## config.mk

```make
export PLATFORM = sky130hd
export DESIGN_NAME = obi2ahb_dual_bridge
export DESIGN_NICKNAME = d
export VERILOG_FILES = /design/src/rtl/obi2ahb_pkg.sv /design/src/rtl/obi2ahb_be2size.sv /design/src/rtl/obi2ahb_dual_bridge.sv
export SDC_FILE = /design/constraint.sdc
export NUM_CORES = 1
export LEC_CHECK = 0
export CORE_UTILIZATION = 25
export DETAILED_ROUTE_END_ITERATION = 10
export PLACE_DENSITY = 0.57
export REMOVE_ABC_BUFFERS = 1
export SYNTH_ARGS = -nofsm -noshare
export SYNTH_HDL_FRONTEND = slang
export SYNTH_SLANG_ARGS = --single-unit
```

## constraint.sdc

```tcl
create_clock -name hclk_i -period 2.2 [get_ports hclk_i]
set_input_delay 0.22 -clock hclk_i [delete_from_list [all_inputs] [get_ports hclk_i]]
set_output_delay 0.22 -clock hclk_i [all_outputs]
set_load 0.03 [all_outputs]
```

## src/rtl/obi2ahb_pkg.sv

```systemverilog
// Shared AHB-Lite encodings, bridge FSM states, port identifiers and the
// address-phase control payload for the dual OBI to AHB-Lite bridge.
package obi2ahb_pkg;

   localparam int unsigned DATA_W = 32;

   localparam logic [1:0] HTRANS_IDLE   = 2'b00;
   localparam logic [1:0] HTRANS_NONSEQ = 2'b10;

   localparam logic [2:0] HSIZE_BYTE = 3'b000;
   localparam logic [2:0] HSIZE_HALF = 3'b001;
   localparam logic [2:0] HSIZE_WORD = 3'b010;

   localparam logic [2:0] HBURST_SINGLE = 3'b000;

   typedef enum logic [1:0] {
      ST_IDLE,
      ST_DATA,
      ST_ERR2,
      ST_LERR
   } state_e;

   typedef enum logic {
      PORT_INSTR = 1'b0,
      PORT_DATA  = 1'b1
   } port_e;

   // Address-phase control held between transfers
   typedef struct packed {
      logic       hwrite;
      logic [2:0] hsize;
      logic [3:0] hprot;
   } ahb_ctrl_t;

endpackage

```

## src/rtl/obi2ahb_be2size.sv

```systemverilog
// OBI byte-enable to AHB hsize mapping (pure combinational).
// Ports: be (byte enables), hsize_c (AHB transfer size), legal_c (pattern
// is a naturally aligned byte, halfword or word).
module obi2ahb_be2size
   import obi2ahb_pkg::*;
(
   input  logic [3:0] be,
   output logic [2:0] hsize_c,
   output logic       legal_c
);

   always_comb begin
      hsize_c = HSIZE_BYTE;
      legal_c = 1'b1;
      unique case (be)
         4'b1111:                            hsize_c = HSIZE_WORD;
         4'b0011, 4'b1100:                   hsize_c = HSIZE_HALF;
         4'b0001, 4'b0010, 4'b0100, 4'b1000: hsize_c = HSIZE_BYTE;
         default:                            legal_c = 1'b0;
      endcase
   end

endmodule

```

## src/rtl/obi2ahb_dual_bridge.sv

```systemverilog
// Dual OBI (instruction + data) to single AHB-Lite master bridge.
// One AHB data phase outstanding at most; grants and the address phase are
// combinational in the accept window, responses are returned combinationally
// in the completing data-phase cycle.
// Ports: hclk_i/hresetn_i clock and async active-low reset; h* AHB-Lite
// master; i_* instruction OBI (read only); d_* data OBI; priv_mode_i drives
// hprot_o[1].
// Build option: OBI2AHB_RR_ARB_EN selects round-robin arbitration; without
// it the data port wins on contention.
module obi2ahb_dual_bridge
   import obi2ahb_pkg::*;
#(
   parameter int unsigned ADDR_W      = 32,
   parameter logic [1:0]  HPROT_CACHE = 2'b00
)
(
   input  logic              hclk_i,
   input  logic              hresetn_i,
   // AHB-Lite master
   output logic [ADDR_W-1:0] haddr_o,
   output logic [1:0]        htrans_o,
   output logic              hwrite_o,
   output logic [2:0]        hsize_o,
   output logic [2:0]        hburst_o,
   output logic [3:0]        hprot_o,
   output logic              hmastlock_o,
   output logic [31:0]       hwdata_o,
   input  logic [31:0]       hrdata_i,
   input  logic              hready_i,
   input  logic              hresp_i,
   // OBI instruction port
   input  logic              i_req_i,
   output logic              i_gnt_o,
   input  logic [ADDR_W-1:0] i_addr_i,
   output logic              i_rvalid_o,
   output logic [31:0]       i_rdata_o,
   output logic              i_err_o,
   // OBI data port
   input  logic              d_req_i,
   output logic              d_gnt_o,
   input  logic [ADDR_W-1:0] d_addr_i,
   input  logic              d_we_i,
   input  logic [3:0]        d_be_i,
   input  logic [31:0]       d_wdata_i,
   output logic              d_rvalid_o,
   output logic [31:0]       d_rdata_o,
   output logic              d_err_o,
   // privilege
   input  logic              priv_mode_i
);

   localparam ahb_ctrl_t CTRL_RST = '{hwrite: 1'b0, hsize: HSIZE_BYTE,
                                      hprot: {HPROT_CACHE, 2'b11}};

   state_e               state_q, state_d;
   port_e                owner_q, owner_d;
   ahb_ctrl_t            ctrl_q, ctrl_d;
   logic [ADDR_W-1:0]    haddr_q, haddr_d;
   logic [DATA_W-1:0]    hwdata_q, hwdata_d;

   logic [2:0]           d_size_c;
   logic                 d_legal_c;
   logic                 accept_c;
   logic                 data_wins_c;
   logic                 i_gnt_c, d_gnt_c;
   logic [1:0]           htrans_c;
   logic                 rsp_valid_c, rsp_err_c;
   logic [DATA_W-1:0]    rsp_data_c;

   obi2ahb_be2size u_be2size (
      .be      (d_be_i),
      .hsize_c (d_size_c),
      .legal_c (d_legal_c)
   );

   // New grants only when idle or when the current data phase completes OK
   assign accept_c = (state_q == ST_IDLE) ||
                     ((state_q == ST_DATA) && hready_i && !hresp_i);

`ifdef OBI2AHB_RR_ARB_EN
   // rr_q names the port that wins the next contention
   port_e rr_q, rr_d;
   assign data_wins_c = (rr_q == PORT_DATA);
`else
   assign data_wins_c = 1'b1;
`endif

   // State and held address-phase registers
   always_ff @(posedge hclk_i or negedge hresetn_i) begin
      if (!hresetn_i) begin
         state_q  <= ST_IDLE;
         owner_q  <= PORT_DATA;
         ctrl_q   <= CTRL_RST;
         haddr_q  <= '0;
         hwdata_q <= '0;
`ifdef OBI2AHB_RR_ARB_EN
         rr_q     <= PORT_DATA;
`endif
      end else begin
         state_q  <= state_d;
         owner_q  <= owner_d;
         ctrl_q   <= ctrl_d;
         haddr_q  <= haddr_d;
         hwdata_q <= hwdata_d;
`ifdef OBI2AHB_RR_ARB_EN
         rr_q     <= rr_d;
`endif
      end
   end

   // Next state, response and grant/address-phase logic
   always_comb begin
      state_d     = state_q;
      owner_d     = owner_q;
      ctrl_d      = ctrl_q;
      haddr_d     = haddr_q;
      hwdata_d    = hwdata_q;
`ifdef OBI2AHB_RR_ARB_EN
      rr_d        = rr_q;
`endif
      i_gnt_c     = 1'b0;
      d_gnt_c     = 1'b0;
      htrans_c    = HTRANS_IDLE;
      rsp_valid_c = 1'b0;
      rsp_err_c   = 1'b0;
      rsp_data_c  = '0;

      unique case (state_q)
         ST_IDLE: ;
         ST_DATA: begin
            if (hready_i && !hresp_i) begin
               rsp_valid_c = 1'b1;
               rsp_data_c  = ctrl_q.hwrite ? '0 : hrdata_i;
               state_d     = ST_IDLE;
            end else if (hready_i && hresp_i) begin
               // error seen only in its final cycle: still report it
               rsp_valid_c = 1'b1;
               rsp_err_c   = 1'b1;
               state_d     = ST_IDLE;
            end else if (hresp_i) begin
               state_d = ST_ERR2;
            end
         end
         ST_ERR2: begin
            if (hready_i) begin
               rsp_valid_c = 1'b1;
               rsp_err_c   = 1'b1;
               state_d     = ST_IDLE;
            end
         end
         ST_LERR: begin
            rsp_valid_c = 1'b1;
            rsp_err_c   = 1'b1;
            state_d     = ST_IDLE;
         end
         default: state_d = ST_IDLE;
      endcase

      if (accept_c && d_req_i && (data_wins_c || !i_req_i)) begin
         d_gnt_c = 1'b1;
         owner_d = PORT_DATA;
`ifdef OBI2AHB_RR_ARB_EN
         rr_d    = PORT_INSTR;
`endif
         if (d_legal_c) begin
            htrans_c = HTRANS_NONSEQ;
            haddr_d  = d_addr_i;
            ctrl_d   = '{hwrite: d_we_i, hsize: d_size_c,
                         hprot: {HPROT_CACHE, priv_mode_i, 1'b1}};
            if (d_we_i) hwdata_d = d_wdata_i;
            state_d  = ST_DATA;
         end else begin
            // illegal byte enables: accepted but never reach the bus
            state_d = ST_LERR;
         end
      end else if (accept_c && i_req_i) begin
         i_gnt_c  = 1'b1;
         owner_d  = PORT_INSTR;
`ifdef OBI2AHB_RR_ARB_EN
         rr_d     = PORT_DATA;
`endif
         htrans_c = HTRANS_NONSEQ;
         haddr_d  = i_addr_i & ~ADDR_W'(3);
         ctrl_d   = '{hwrite: 1'b0, hsize: HSIZE_WORD,
                      hprot: {HPROT_CACHE, priv_mode_i, 1'b0}};
         state_d  = ST_DATA;
      end
   end

   // AHB outputs: live address phase on a grant, held values otherwise
   assign htrans_o    = htrans_c;
   assign haddr_o     = haddr_d;
   assign hwrite_o    = ctrl_d.hwrite;
   assign hsize_o     = ctrl_d.hsize;
   assign hprot_o     = ctrl_d.hprot;
   assign hburst_o    = HBURST_SINGLE;
   assign hmastlock_o = 1'b0;
   assign hwdata_o    = hwdata_q;

   // OBI outputs: the response is steered to the port owning the data phase
   assign i_gnt_o    = i_gnt_c;
   assign d_gnt_o    = d_gnt_c;
   assign i_rvalid_o = rsp_valid_c && (owner_q == PORT_INSTR);
   assign i_err_o    = rsp_err_c   && (owner_q == PORT_INSTR);
   assign i_rdata_o  = (owner_q == PORT_INSTR) ? rsp_data_c : '0;
   assign d_rvalid_o = rsp_valid_c && (owner_q == PORT_DATA);
   assign d_err_o    = rsp_err_c   && (owner_q == PORT_DATA);
   assign d_rdata_o  = (owner_q == PORT_DATA) ? rsp_data_c : '0;

endmodule

```

[Word-level counts from Yosys, hierarchy flattened]
Index checks and enable logic that the tools add are counted.
Word-level totals
  register bits: 75
  bits of input ports: 140
  output and inout bits: 148
  word-level logic and storage cells: 74
Cells by class
  equal/unequal tests: 12
  muxes and demuxes: 35
  bitwise logic cells: 1
  reduce and logical (&&, ||, !) cells: 19
Operators with widths (number)
  32-bit two-way mux: 8
  8-bit two-way mux: 3
  2-bit two-way mux: 10
  4-bit equality test, second input constant: 3
  1-bit logical AND: 10
  1-bit two-way mux: 10
  4-bit by 2-bit equality test with 1-bit output, second input constant: 2
  7-bit OR reduction: 1
  6-bit by 2-bit != test with 1-bit output, second input constant: 1
  1-bit one-hot mux with 3 select lines: 2
  2-bit one-hot mux with 3 select lines: 1
  3-bit AND reduction: 2
  5-bit nonzero test: 1
  2-bit equality test, second input constant: 2
  4-bit by 1-bit equality test with 1-bit output, second input constant: 1
  4-bit by 3-bit equality test with 1-bit output, second input constant: 1
  4-bit != test, second input constant: 1
  2-bit one-hot mux with 2 select lines: 1
  2-bit by 1-bit equality test with 1-bit output, second input constant: 1
  2-bit zero test: 1
  2-bit nonzero test: 1
  2-bit OR reduction: 1
  1-bit zero test: 1
  1-bit logical OR: 1
  1-bit inverter: 1

[Logic depth before layout (Yosys ltp)]
  depth after elaboration: 7
  mapped depth: 8

[Hierarchy]
From an unflattened synthesis, not the netlist that was laid out.
Unflattened totals
  cells, all modules: 325
  area, all modules: 3851.2 um^2
By module, submodules not included
  obi2ahb_dual_bridge: instances 1, cells each 313, area each 3789.9 um^2, sequential area each 1880.6 um^2
  obi2ahb_be2size: instances 1, cells each 12, area each 61.3 um^2, sequential area each 0.0 um^2

[Worst setup path after synthesis]
Ideal clock, no wire load.
  path kind: flip-flop to output port
  start point: reg state_q[1]
  end point: out haddr_o[0]
  arrival time: 2.038 ns
  required time: 1.980 ns
  setup slack: -0.058 ns
  cell stages (with the launch flop): 9
  cells stage by stage: dfrtp_1 -> buf_2 -> nand2b_1 -> a21o_1 -> inv_2 -> buf_4 -> buf_2 -> o21a_1 -> o21ai_0
On the way
  word-level cells in the longest chain between the ends: 7
  elaborated cells between the ends (all ways): 9
  those cells by class: eq/ne (1); mux (2); reduce/logical (6)
RTL lines
  start: declaration: RTL line obi2ahb_dual_bridge.sv:55  | state_e state_q, state_d;
  start signal: assignment: RTL line obi2ahb_dual_bridge.sv:100  | state_q <= state_d;
  2-bit by 1-bit equality test with 1-bit output: RTL line obi2ahb_dual_bridge.sv:78  | ((state_q == ST_DATA) && hready_i && !hresp_i);
  1-bit logical AND (2 in a row): RTL line obi2ahb_dual_bridge.sv:78
  1-bit logical OR (*): RTL line obi2ahb_dual_bridge.sv:77  | assign accept_c = (state_q == ST_IDLE) ||
  1-bit logical AND: RTL line obi2ahb_dual_bridge.sv:176  | end else if (accept_c && i_req_i) begin
  32-bit two-way mux: RTL line obi2ahb_dual_bridge.sv:176
  32-bit two-way mux (*): RTL line obi2ahb_dual_bridge.sv:159  | if (accept_c && d_req_i && (data_wins_c || !i_req_i)) begin
  end: declaration: RTL line obi2ahb_dual_bridge.sv:20  | output logic [ADDR_W-1:0] haddr_o,
Every way passes the cells marked *; elsewhere a longest branch is shown, timed or not.

[Worst setup path after layout]
  start point: reg state_q[1]
  end point: out haddr_o[9]
The elaborated chain is that of the path after synthesis.

==> results.py <==
metrics = {
    "status": {
        "outcome": "complete, but fails checks",
        "violations": "setup timing",
    },
    "synthesis": {
        "synth-main-ff-cell": "dfrtp_1",
        "synthArstFlopShare": 1.00,
        "ys_ff_latch": 75,
        "synth-edff-count": 0,
        "avgSynthCellArea_um2": 11.1,
        "syn-instance-count": 363,
        "synth-seq-area-share": 0.467,
        "ys_types": 36,
        "syn_area_um2": 4020,
        "yosys_warnings": 0,
    },
    "clock_network": {
        "clkSlewWorstSetupHoldPaths_ns": 0.06,
        "cts_max_level": 3,
        "cts_inserted_buffers": 9,
        "cts_root_buffer": "clkbuf_16",
        "numClockSinks": 75,
        "clk_path_buf_depth": 2,
        "cts_tree": "done",
        "worstSkewPairLatency_ns": 0.34,
    },
    "power_and_ir_drop": {
        "peakVddDrop_v": 0.000599,
        "p_leak_nw": 4.01,
        "p_total_mw": 9.94,
        "power_density_nw_per_um2": 1240,
    },
    "run": {
        "drv_cap": 0,
    },
    "timing": {
        "fmax_mhz": 417,
        "rsz0062_at_grt": "true",
        "fin_hold_ws_ns": 0.424,
        "hold_violations": 0,
        "finalCritPeriodShare": 1.09,
        "fin_skew_ns": 0.00658,
        "fin_crit_ns": 2.40,
        "worstMarginPinSlew_ns": 0.603,
        "maxSlewHeadroom": 0.598,
        "worst_slack_ns": -0.196,
        "drv_slew": 0,
        "setup_viol": 32,
        "setup_tns_ns": -4.83,
    },
    "routing": {
        "drt_first_pass_iters": 6,
        "viasPerCell": 4.65,
        "ant_nets": 0,
        "totalWireLength_mm": 15.7,
        "drtIter0Drc": 135,
        "vias": 4282,
        "drc": 0,
        "routedWlPerCell_um": 17.1,
    },
    "layout": {
        "drive_gt1_frac": 0.369,
        "fill_cells": 1439,
        "area_growth_pct": 98.9,
        "utilization": 0.508,
        "diodes": 0,
        "nets": 839,
    },
    "worst_setup_path": {
        "worst-path-max-fanout": 7,
        "start_kind": "flip-flop",
        "crit_arrival_ns": 2.18,
        "crit_type": "reg -> out",
        "worstSetupEndpointType": "output pin",
        "worstPathRequired_ns": 1.98,
    },
    "floorplanning": {
        "fp.coreArea_um2": 15800,
        "rows": 46,
        "die_h_um": 129,
        "ios": 288,
        "die-area_um2": 16600,
        "initial_core_util": 0.255,
        "die_x_um": 129,
    },
    "grt": {
        "first_global_vias": 4197,
        "grt_pass1_wl_mm": 22.6,
        "grt_max_degree": 46,
        "overflow": 0,
        "grt_usage": 0.179,
        "antenna_found_initial": 0,
    },
    "placement": {
        "dp_hpwl_mm": 11.2,
        "place_congestion": 0.772,
        "preCtsSetupSlack_ns": -0.367,
        "port_buffers": 280,
    },
    "min_path": {
        "worst_hold_path_type": "in -> reg",
    },
}
-- layout by cell type, fill, tap and decap left out, types with 6 or more instances in the layout --
cell             synthesis  layout
buf_12                   0      17
dfrtp_1                 72      72
clkbuf_16                0       9
clkdlybuf4s50_1          0     164
o211a_1                 30      30
buf_6                    3      41
a221o_1                 30      30
mux2_2                  27      27
mux2_1                   6       6
and2_1                  65      62
and2_4                   0      14
nand2_1                 10       8
dlygate4sd2_1            0       7
buf_4                    9     126
and2_0                  29      18
-- final cells by class --
cell class / instances / area, µm² / area share
repair buffers: 359 / 3490 / 0.436
multi-input cells: 250 / 2030 / 0.254
flip-flops and latches: 75 / 1880 / 0.235
well taps: 216 / 270 / 0.0338
clock buffers: 10 / 239 / 0.0299
clock inverters: 6 / 72.6 / 0.00907
inverters: 4 / 18.8 / 0.00234
-- flip-flops by register name, summed over array words and instances, names as in the netlist --
register	count
ctrl_q	8
haddr_q	32
hwdata_o	32
owner_q	1
state_q	2
-- metal layers --
layer  wire [µm]  vias to the layer above  GRT usage  share of wire
met5           0                        -          0              0
met4         343                        0     0.0796          0.022
met3        1200                       23     0.0441          0.076
met2        8190                      181      0.326           0.52
met1        6000                     2106      0.196           0.38
li1            -                     1972          -              -
-- worst max-delay path, stage by stage, from the launching register on --
cell	delay, ns
dfrtp_1	0.40
buf_6	0.13
a2111o_1	0.37
buf_12	0.18
buf_12	0.13
and2_4	0.12
a221o_1	0.35
buf_6	0.16
-- through the flow --
step | cells | area (µm²)
after floorplan | 329 | 3830
after global placement | 874 | 7170
after detailed placement | 874 | 7170
after CTS | 915 | 8000
after global routing | 920 | 8010
final | 920 | 8010
-- cell usage after synthesis (all sizes together), types with 2 or more instances --
cell type / n / area (µm²)
and2: 94 / 588
dfrtp: 72 / 1800
mux2: 33 / 372
a221o: 30 / 300
o211a: 30 / 300
buf: 23 / 156
clkbuf: 15 / 56.3
nand2: 10 / 37.5
and3: 6 / 37.5
nor2: 6 / 22.5
o21ai: 6 / 33.8
a21oi: 5 / 25.0
o211ai: 5 / 51.3
inv: 4 / 15.0
nor3: 4 / 20.0
a21o: 3 / 22.5
dfstp: 3 / 78.8
nand2b: 3 / 21.3
a211oi: 2 / 15.0
-- kinds of logic after synthesis --
kind of cell,Yosys count,synth area share
simple gates,124,0.183
compound gates,88,0.200
flops,75,0.467
buf+inv,42,0.0566
mux,33,0.0923
other cells,1,0.000932
-- report_power, final --
part           total [mW]  internal, mW  switching (mW)  leakage (nW)
Clock                1.54         0.921           0.621         0.150
Combinational        6.11          3.01            3.10          2.94
Sequential           2.28          2.04           0.247         0.919
-- final timing paths --
path                         startpoint      endpoint  slack [ns]  depth (start not counted)
max in group asynchronous     hresetn_i     ctrl_q[1]        1.11                          3
hold reg to reg            hwdata_o[18]  hwdata_o[18]        0.49                          1
hold / removal                  hresp_i    state_q[0]        0.42                          4
min in group asynchronous     hresetn_i  hwdata_o[16]        0.43                          2
setup reg to reg             state_q[1]   haddr_q[31]        0.05                          9
setup / recovery             state_q[1]    haddr_o[9]       -0.20                          7
-- repair_timing --
action	in CTS	in global routing
buffers inserted	21	8
resized for setup	82	13
endpoints found under the setup margin	45	50
pin swaps	32	16
cloned	3	0
hold endpoints to repair	43	0
hold buffers	1	0
Note: power is estimated with default switching activity, not from simulation.
